--- src/rtl/picomips_pkg.sv ---
// picomips_pkg: definitions shared by the picoMips fetch/decode blocks.
// Holds the instruction field widths, the opcode map, the datapath control
// enums, the fetch FSM state type and the decoded control bundle.
package picomips_pkg;

  localparam int OPCODE_W = 6;
  localparam int IMM_W    = 4;
  localparam int INSTR_W  = OPCODE_W + IMM_W;

  // Opcode map (Instruction[9:4]). Any value not listed here is illegal.
  localparam logic [OPCODE_W-1:0] OP_LS   = 6'd1;  // acc <- switches
  localparam logic [OPCODE_W-1:0] OP_LR   = 6'd2;  // acc <- reg
  localparam logic [OPCODE_W-1:0] OP_AR   = 6'd3;  // reg <- acc
  localparam logic [OPCODE_W-1:0] OP_ADDI = 6'd4;  // acc <- acc + imm
  localparam logic [OPCODE_W-1:0] OP_ADDR = 6'd5;  // acc <- acc + reg
  localparam logic [OPCODE_W-1:0] OP_MULI = 6'd6;  // acc <- acc * imm
  localparam logic [OPCODE_W-1:0] OP_HEI  = 6'd7;  // wait while SW8 == imm[0]

  typedef enum logic [1:0] {
    SRC_SW  = 2'd0,
    SRC_REG = 2'd1,
    SRC_ALU = 2'd2
  } acc_src_t;

  typedef enum logic [1:0] {
    ALU_PASS = 2'd0,
    ALU_ADD  = 2'd1,
    ALU_MUL  = 2'd2
  } alu_op_t;

  typedef enum logic [1:0] {
    FILL = 2'd0,
    RUN  = 2'd1,
    WAIT = 2'd2
  } fetch_state_t;

  typedef struct packed {
    acc_src_t acc_src;
    alu_op_t  alu_op;
    logic     alu_b_imm;
    logic     acc_we;
    logic     reg_we;
  } ctrl_t;

  // Bundle value that performs no write; also the idle value on the outputs.
  localparam ctrl_t CTRL_NOP = '{
    acc_src:   SRC_SW,
    alu_op:    ALU_PASS,
    alu_b_imm: 1'b0,
    acc_we:    1'b0,
    reg_we:    1'b0
  };

endpackage

--- src/rtl/fetch_decode_if.sv ---
// fetch_decode_if: program memory bus between fetch_decode and the ROM.
//   Addr        : word address, driven by the fetch unit (master).
//   Instruction : registered ROM data, valid one cycle after Addr.
// The bus has no handshake: the ROM answers every address with a fixed
// one-cycle latency, so there is no valid/ready pair on it.
interface fetch_decode_if #(
  parameter int PC_WIDTH = 5
);
  import picomips_pkg::*;

  logic [PC_WIDTH-1:0] Addr;
  logic [INSTR_W-1:0]  Instruction;

  modport master (
    output Addr,
    input  Instruction
  );

  modport slave (
    input  Addr,
    output Instruction
  );

endinterface

--- src/rtl/instruction_decoder.sv ---
// instruction_decoder: purely combinational opcode decode.
//   opcode  : Instruction[9:4]
//   ctrl    : datapath control bundle (source, ALU op, B select, write enables)
//   illegal : opcode is not in the opcode map
// Outputs are not qualified here; the fetch unit gates them with valid.
module instruction_decoder
  import picomips_pkg::*;
(
  input  logic [OPCODE_W-1:0] opcode,
  output ctrl_t               ctrl,
  output logic                illegal
);

  always_comb begin
    ctrl    = CTRL_NOP;
    illegal = 1'b0;
    case (opcode)
      OP_LS: begin
        ctrl.acc_we  = 1'b1;
        ctrl.acc_src = SRC_SW;
      end
      OP_LR: begin
        ctrl.acc_we  = 1'b1;
        ctrl.acc_src = SRC_REG;
      end
      OP_AR: begin
        ctrl.reg_we = 1'b1;
      end
      OP_ADDI: begin
        ctrl.acc_we    = 1'b1;
        ctrl.acc_src   = SRC_ALU;
        ctrl.alu_op    = ALU_ADD;
        ctrl.alu_b_imm = 1'b1;
      end
      OP_ADDR: begin
        ctrl.acc_we    = 1'b1;
        ctrl.acc_src   = SRC_ALU;
        ctrl.alu_op    = ALU_ADD;
        ctrl.alu_b_imm = 1'b0;
      end
      OP_MULI: begin
        ctrl.acc_we    = 1'b1;
        ctrl.acc_src   = SRC_ALU;
        ctrl.alu_op    = ALU_MUL;
        ctrl.alu_b_imm = 1'b1;
      end
      OP_HEI: begin
        // No writes; the stall decision lives in the fetch FSM.
      end
      default: begin
        illegal = 1'b1;
      end
    endcase
  end

endmodule

--- src/rtl/fetch_decode.sv ---
// fetch_decode: picoMips instruction fetch and decode.
// Walks the program counter over the synchronous program memory, inserts one
// FILL bubble after reset, stalls on OP_HEI until SW8 leaves the level given
// by imm[0], and decodes the returned instruction into datapath controls.
//   Clock, Reset : clock and synchronous active-high reset
//   pmem         : program memory bus (Addr out, Instruction in)
//   SW8          : wait switch, already synchronised
//   valid        : decode outputs describe an instruction executing this cycle.
//                  There is no ready: the datapath consumes every valid cycle.
//   exec_addr    : address of the executing instruction
//   imm, reg_sel : raw immediate and its bit 0 (register select)
//   acc_src, alu_op, alu_b_imm, acc_we, reg_we, illegal : decoded controls,
//                  forced to SRC_SW/ALU_PASS/0 whenever valid is low
//   state        : debug view of the fetch FSM
module fetch_decode
  import picomips_pkg::*;
#(
  parameter int PC_WIDTH  = 5,
  parameter int LAST_ADDR = 27
) (
  input  logic                Clock,
  input  logic                Reset,
  fetch_decode_if.master      pmem,
  input  logic                SW8,
  output logic                valid,
  output logic [PC_WIDTH-1:0] exec_addr,
  output logic [IMM_W-1:0]    imm,
  output logic                reg_sel,
  output acc_src_t            acc_src,
  output alu_op_t             alu_op,
  output logic                alu_b_imm,
  output logic                acc_we,
  output logic                reg_we,
  output logic                illegal,
  output fetch_state_t        state
);

  fetch_state_t        state_next;
  logic [PC_WIDTH-1:0] pc;
  logic [PC_WIDTH-1:0] pc_next;
  logic                wait_level;
  logic                wait_level_next;
  logic [OPCODE_W-1:0] opcode;
  ctrl_t               dec_ctrl;
  logic                dec_illegal;

  function automatic logic [PC_WIDTH-1:0] next_addr(input logic [PC_WIDTH-1:0] a);
    return (a == PC_WIDTH'(LAST_ADDR)) ? '0 : a + 1'b1;
  endfunction

  function automatic logic [PC_WIDTH-1:0] prev_addr(input logic [PC_WIDTH-1:0] a);
    return (a == '0) ? PC_WIDTH'(LAST_ADDR) : a - 1'b1;
  endfunction

  assign opcode    = pmem.Instruction[INSTR_W-1:IMM_W];
  assign imm       = pmem.Instruction[IMM_W-1:0];
  assign reg_sel   = imm[0];
  assign pmem.Addr = pc;

  instruction_decoder u_decoder (
    .opcode  (opcode),
    .ctrl    (dec_ctrl),
    .illegal (dec_illegal)
  );

  always_ff @(posedge Clock) begin
    if (Reset) begin
      state      <= FILL;
      pc         <= '0;
      wait_level <= 1'b0;
    end else begin
      state      <= state_next;
      pc         <= pc_next;
      wait_level <= wait_level_next;
    end
  end

  always_comb begin
    state_next      = state;
    pc_next         = pc;
    wait_level_next = wait_level;
    valid           = 1'b0;
    case (state)
      FILL: begin
        // Address 0 was presented during reset/FILL; its word arrives next
        // cycle, so the fetch pointer moves one ahead.
        pc_next    = PC_WIDTH'(1);
        state_next = RUN;
      end
      RUN: begin
        valid = 1'b1;
        if (opcode == OP_HEI && SW8 == imm[0]) begin
          // Hold pc: the successor word is already fetched and will be
          // re-read from the held address when the wait ends.
          state_next      = WAIT;
          wait_level_next = imm[0];
        end else begin
          pc_next = next_addr(pc);
        end
      end
      WAIT: begin
        if (SW8 != wait_level) begin
          pc_next    = next_addr(pc);
          state_next = RUN;
        end
      end
      default: begin
        state_next = FILL;
        pc_next    = '0;
      end
    endcase
  end

  // The executing word was fetched from the address one behind pc.
  assign exec_addr = (state == FILL) ? '0 : prev_addr(pc);

  assign acc_src   = valid ? dec_ctrl.acc_src   : SRC_SW;
  assign alu_op    = valid ? dec_ctrl.alu_op    : ALU_PASS;
  assign alu_b_imm = valid & dec_ctrl.alu_b_imm;
  assign acc_we    = valid & dec_ctrl.acc_we;
  assign reg_we    = valid & dec_ctrl.reg_we;
  assign illegal   = valid & dec_illegal;

endmodule

--- src/flat_wrapper.sv ---
// flat-port wrapper written by rule: the top's interface ports become plain ports
module fetch_decode_flat import picomips_pkg::*;
#(
  parameter int PC_WIDTH  = 5,
  parameter int LAST_ADDR = 27
)
  (Clock, Reset, SW8, valid, exec_addr, imm, reg_sel, acc_src, alu_op, alu_b_imm, acc_we, reg_we, illegal, state, pmem_Addr, pmem_Instruction);
  fetch_decode_if #(.PC_WIDTH(PC_WIDTH)) pmem_i ();
  input  logic Clock;
  input  logic Reset;
  input  logic SW8;
  output logic valid;
  output logic [PC_WIDTH-1:0] exec_addr;
  output logic [IMM_W-1:0] imm;
  output logic reg_sel;
  output acc_src_t acc_src;
  output alu_op_t alu_op;
  output logic alu_b_imm;
  output logic acc_we;
  output logic reg_we;
  output logic illegal;
  output fetch_state_t state;
  output wire logic [$bits(pmem_i.Addr)-1:0] pmem_Addr;
  input wire logic [$bits(pmem_i.Instruction)-1:0] pmem_Instruction;
  assign pmem_Addr = pmem_i.Addr;
  assign pmem_i.Instruction = pmem_Instruction;
  fetch_decode #(.PC_WIDTH(PC_WIDTH), .LAST_ADDR(LAST_ADDR)) u_core (.Clock(Clock), .Reset(Reset), .pmem(pmem_i), .SW8(SW8), .valid(valid), .exec_addr(exec_addr), .imm(imm), .reg_sel(reg_sel), .acc_src(acc_src), .alu_op(alu_op), .alu_b_imm(alu_b_imm), .acc_we(acc_we), .reg_we(reg_we), .illegal(illegal), .state(state));
endmodule
--- config.mk ---
export PLATFORM = sky130hd
export DESIGN_NAME = fetch_decode_flat
export DESIGN_NICKNAME = d
export VERILOG_FILES = /design/src/rtl/picomips_pkg.sv /design/src/rtl/fetch_decode_if.sv /design/src/rtl/instruction_decoder.sv /design/src/rtl/fetch_decode.sv /design/src/flat_wrapper.sv
export SDC_FILE = /design/constraint.sdc
export NUM_CORES = 1
export LEC_CHECK = 0
export BUFFER_PORTS_ARGS = -buffer_cell sky130_fd_sc_hd__buf_2
export CORE_UTILIZATION = 47
export CTS_CLUSTER_SIZE = 24
export DETAILED_ROUTE_END_ITERATION = 8
export GPL_ROUTABILITY_DRIVEN = 0
export HOLD_SLACK_MARGIN = 0.03
export PLACE_DENSITY = 0.82
export SYNTH_ARGS = -nofsm -noshare
export SYNTH_HDL_FRONTEND = slang
export SYNTH_SLANG_ARGS = --single-unit
--- constraint.sdc ---
create_clock -name Clock -period 3 [get_ports Clock]
set_input_delay 0 -clock Clock [delete_from_list [all_inputs] [get_ports Clock]]
set_output_delay 0 -clock Clock [all_outputs]
set_load 0.02 [all_outputs]
# Word-level counts from Yosys, hierarchy flattened
# Cells that the tools add are included.
# totals
word_cells	50
romBits	0
register_bits	8
mem_count	0
mem_bits_rw	0
in_bits	13
latchBits	0
output_inout_bits	26
# classes
eq_ne	15
addsub	2
magnitude_cmp	0
reduce_logical	9
n_mux	17
shift	0
n_div	0
mul	0
n_bitwise	4
# op_table
op	count
$mux W5	5
$eq A6 B3 Y1 const B	4
$pmux W5 S3	1
$eq A6 B2 Y1 const B	2
$pmux W3 S3	1
$mux W2	4
$reduce_or A7 Y1	1
$eq A6 B1 Y1 const B	1
$pmux W2 S3	1
$reduce_and A2 Y1	3
$add A5 B1 Y5 const B	1
$eq A5 B5 Y1 const B	1
$logic_not A5 Y1	1
$reduce_or A5 Y1	1
$sub A5 B1 Y5 const B	1
$and A1 B1 Y1	4
$mux W1	4
$ne A2 B1 Y1 const B	2
$pmux W2 S2	1
$reduce_or A3 Y1	1
$eq A2 B1 Y1 const B	1
$eq A2 B2 Y1 const B	1
$logic_not A2 Y1	1
$ne A2 B2 Y1 const B	1
other kinds (3)	3

# Longest topological paths before layout
# logic_depth
depth_word	4
ltp_mapped	6
depth_no_buf	6

# Cells and area by module
# A second synthesis with hierarchy kept.
# unflattened
cells_unflattened	111
area_unflattened_um2	829.5
# modules_own_cells
module	seq_area_each_um2	cells_each	area_per_inst_um2	instances
fetch_decode	160.2	97	735.7	1
instruction_decoder	0.0	14	93.8	1

# Least setup slack after synthesis
# OpenSTA, ideal clock, no wires.
# synth_timing
path_type	register to register
start	register u_core.state[1]
end	register u_core.pc[1] (netlist: u_core.pmem.Addr[1])
required_ns	2.930
setup_time_ns	0.070
path_buffers	1
arrival_time_ns	1.833
slack_ns	1.097
path_stages_with_launch	7
period_less_slack_ns	1.903
cell_sequence	dfxtp_1 > inv_1 > ha_1 > and4_1 > buf_6 > or4b_1 > a21oi_1
# synth_via
elab_chain_len	3
word_cells_on_any_way	7
cone_classes	eq/ne (4); mux (1); reduce/logical (2)
# synth_rtl
item	line	rtl
start: declaration	fetch_decode.sv:35	output fetch_state_t state
start signal: assignment	fetch_decode.sv:72	state <= state_next;
$eq A2 B1 Y1 or $eq A2 B2 Y1 (tied branches)	fetch_decode.sv:83	case (state)
$ne A2 B2 Y1 (no source line) or $ne A2 B1 Y1 (tied branches)	--	
$reduce_and A2 Y1 (no source line)	--	
end signal: assignment	fetch_decode.sv:73	pc <= pc_next;
end: declaration	fetch_decode.sv:39	logic [PC_WIDTH-1:0] pc;
# Several ways; a longest one is shown, not always the timed one.
# A chain may end at the register's enable or synchronous reset.

# Worst setup path in the final report
# Same ends and word-level chain as after synthesis.

==> results.sh <==
export IMPL_portBuffers=32
export IMPL_syn_num_nets=128
export IMPL_rows=14
export IMPL_insertedDiodeCount=0
export IMPL_slew_headroom_pct=70.56
export IMPL_die_h_um=42.43
export IMPL_cts_setup_buffers=0
export IMPL_syn_instance_count=109
export IMPL_finalHoldViolations=0
export IMPL_rsz0062_at_grt="no"
export IMPL_grt_pass1_wl_mm=3.263
export IMPL_nets=158
export IMPL_via_per_inst=5.889
export IMPL_io_pins=39
export IMPL_final_setup_viol_count=0
export IMPL_cts_buffers=3
export IMPL_die_x_um=42.43
export IMPL_power_total_uw=396.1
export IMPL_crit_type="reg -> reg"
export IMPL_drtPass1Iterations=4
export IMPL_fin_crit_ns=1.763
export IMPL_clock_latency_ns=0.26
export IMPL_drc_errors=0
export IMPL_wire_per_inst_um=12.55
export IMPL_routed_wl_mm=1.920
export IMPL_tns_ns=0
export IMPL_hold_class="in -> reg"
export IMPL_cap_violations=0
export IMPL_drive_gt1_share_pct=27.01
export IMPL_hpwl_mm=1.429
export IMPL_area_growth_pct=22.80
export IMPL_yosysSeqAreaShare_pct=20.85
export IMPL_cts_tree="built"
export IMPL_postCtsResizedCells=0
export IMPL_yosysUniqueCellTypes=36
export IMPL_p_per_area_mw_per_mm2=419.8
export IMPL_period_share_pct=58.76
export IMPL_timing_fmax_mhz=567.3
export IMPL_syn_area_per_cell_um2=7.048
export IMPL_crit_required_ns=3.20
export IMPL_p_leak_nw=0.4462
export IMPL_drtAntennaViolNets=0
export IMPL_h_tree_depth=1
export IMPL_tightest_slew_ns=0.4392
export IMPL_cts_root_buf="clkbuf_4"
export IMPL_syn_area_um2=768.2
export IMPL_dieArea_mm2=0.001800
export IMPL_slew_viol_final=0
export IMPL_vdd_drop_max_uv=266.5
export IMPL_grt_pass1_vias=790
export IMPL_design_core_area_mm2=0.001524
export IMPL_grt_max_degree=15
export IMPL_worst_clock_skew_ns=0.007739
export IMPL_clk_path_buf_depth=2
export IMPL_clk_pin_slew_ns=0.06
export IMPL_drtIter0Drc=27
export IMPL_antenna_found_initial=0
export IMPL_yosys_warnings=0
export IMPL_ys_ff_latch=8
export IMPL_clock_sinks=8
export IMPL_num_vias=901
export IMPL_grt_usage_pct=23.07
export IMPL_grt_overflow=0
export IMPL_crit_fanout=7
export IMPL_startpoint_type="flop"
export IMPL_crit_path_end_kind="flop"
export IMPL_arrival_ns=1.96
export IMPL_status="completed"
export IMPL_hold_buffers=4
export IMPL_start_util_pct=50.41
## layout by cell type (no fill, tap or decap)
cell type,Yosys,layout
buf_2,0,32
a21oi_1,12,12
nor2_1,10,10
inv_1,9,9
nand2_1,8,8
dfxtp_1,8,8
nand3_1,6,6
ha_1,6,6
o31ai_1,4,4
dlygate4sd3_1,0,4
nor3_1,3,3
o21ai_1,3,3
o21ai_0,3,3
a31oi_1,3,3
clkbuf_4,0,3
a211oi_1,2,2
and2_1,2,2
xnor2_1,2,2
o22ai_1,1,1
nor3_2,1,1
nor4b_1,1,1
or3_1,1,1
and3_1,1,1
and4_1,1,1
nand2b_1,1,1
nand4_1,1,1
a2111oi_0,1,1
and2_2,1,1
mux2i_1,1,1
or4b_1,1,1
nand4b_1,1,1
or4_1,1,1
a41oi_1,1,1
nor4_1,1,1
a32oi_1,1,1
## power by group
part           internal [mW]  switching [mW]  total [mW]  leakage [nW]
sequential             0.114          0.0116       0.126        0.0652
combinational         0.0653           0.119       0.184         0.367
clock                 0.0460          0.0399      0.0859        0.0138
total                  0.226           0.171       0.396         0.446
## per-layer routing
metal	wire length [um]	vias to the layer above	global-route usage (%)
li1	-	445	-
met1	788	414	25.53
met2	990	38	41.23
met3	122	4	6.034
met4	19	0	9.375
met5	0	-	0
## critical path: stages, from the launching register on
cell and delay, ns:
dfxtp_1 0.41, inv_1 0.09, ha_1 0.26, and4_1 0.25, or4b_1 0.54, a21oi_1 0.15
## logic make-up after synthesis
| family | after synthesis | synth area share, % |
|---|---|---|
| multiplexers | 1 | 1.303 |
| XOR/XNOR | 2 | 2.281 |
| AND/OR/NAND/NOR | 41 | 28.34 |
| adder cells (fa/ha/maj) | 6 | 9.772 |
| buffers and inverters | 20 | 13.19 |
| AO/OA/AOI/OAI | 31 | 24.27 |
| flip-flops | 8 | 20.85 |
## cell type report
type / count / area (um^2)
fillers: 143 / 580.6
inverters: 9 / 33.78
multi-input cells: 81 / 506.7
repair buffers: 36 / 200.2
well taps: 16 / 20.02
clock buffers: 3 / 22.52
flip-flops and latches: 8 / 160.2
## flip-flops by register name, indices dropped and copies added (netlist names)
name and count:
u_core.pmem.Addr 5, u_core.state 2, u_core.wait_level 1
## path summary, 6_finish.rpt
| path | start | end | slack (ns) | depth (start not counted) |
|---|---|---|---|---|
| worst max register to register | u_core.state[1]$_SDFFE_PP0P_ | u_core.pmem.Addr[1]$_SDFFE_PP0P_ | 1.24 | 5 |
| worst max-delay path | u_core.state[1]$_SDFFE_PP0P_ | u_core.pmem.Addr[1]$_SDFFE_PP0P_ | 1.24 | 5 |
| worst min register to register | u_core.wait_level$_SDFFE_PP0P_ | u_core.wait_level$_SDFFE_PP0P_ | 0.52 | 2 |
| worst min-delay path | SW8 | u_core.wait_level$_SDFFE_PP0P_ | 0.12 | 3 |
## synthesized netlist by cell type (all sizes together)
cell     instances  area [um^2]
a32oi            1        8.760
a21oi           12        60.06
a41oi            1        8.760
ha               6        75.07
xnor2            2        17.52
nor2            10        37.54
inv              9        33.78
mux2i            1        10.01
o31ai            4        30.03
a211oi           2        15.01
a31oi            3        18.77
dfxtp            8        160.2
nor4             1        6.260
clkbuf           4        15.01
nand4            1        6.260
nand2b           1        6.260
nand4b           1        8.760
a2111oi          1        8.760
or4b             1        10.01
nor3             4        25.02
and4             1        8.760
and3             1        6.260
nand2            8        30.03
and2             3        20.02
nand3            6        30.03
buf              7        52.55
or3              1        6.260
o21ai            6        30.02
o22ai            1        6.260
or4              1        7.510
nor4b            1        8.760
## through the flow
step | instance area, um^2 | instances | worst slack (ns) | hold WS (ns) | utilization [%]
2_1_floorplan | 768.2 | 109 | 1.097 | 0.07979 | -
5_1_grt | 943.4 | 153 | 1.098 | 0.1925 | 61.90
6_report | 943.4 | 153 | 1.237 | 0.1189 | 61.90
4_1_cts | 943.4 | 153 | 1.245 | 0.1342 | 61.90
3_3_place_gp | 880.8 | 146 | 1.369 | 0.0001487 | 57.80
3_5_place_dp | 880.8 | 146 | 1.267 | 0.0001487 | 57.80
Power figures use the tool's default switching activity.
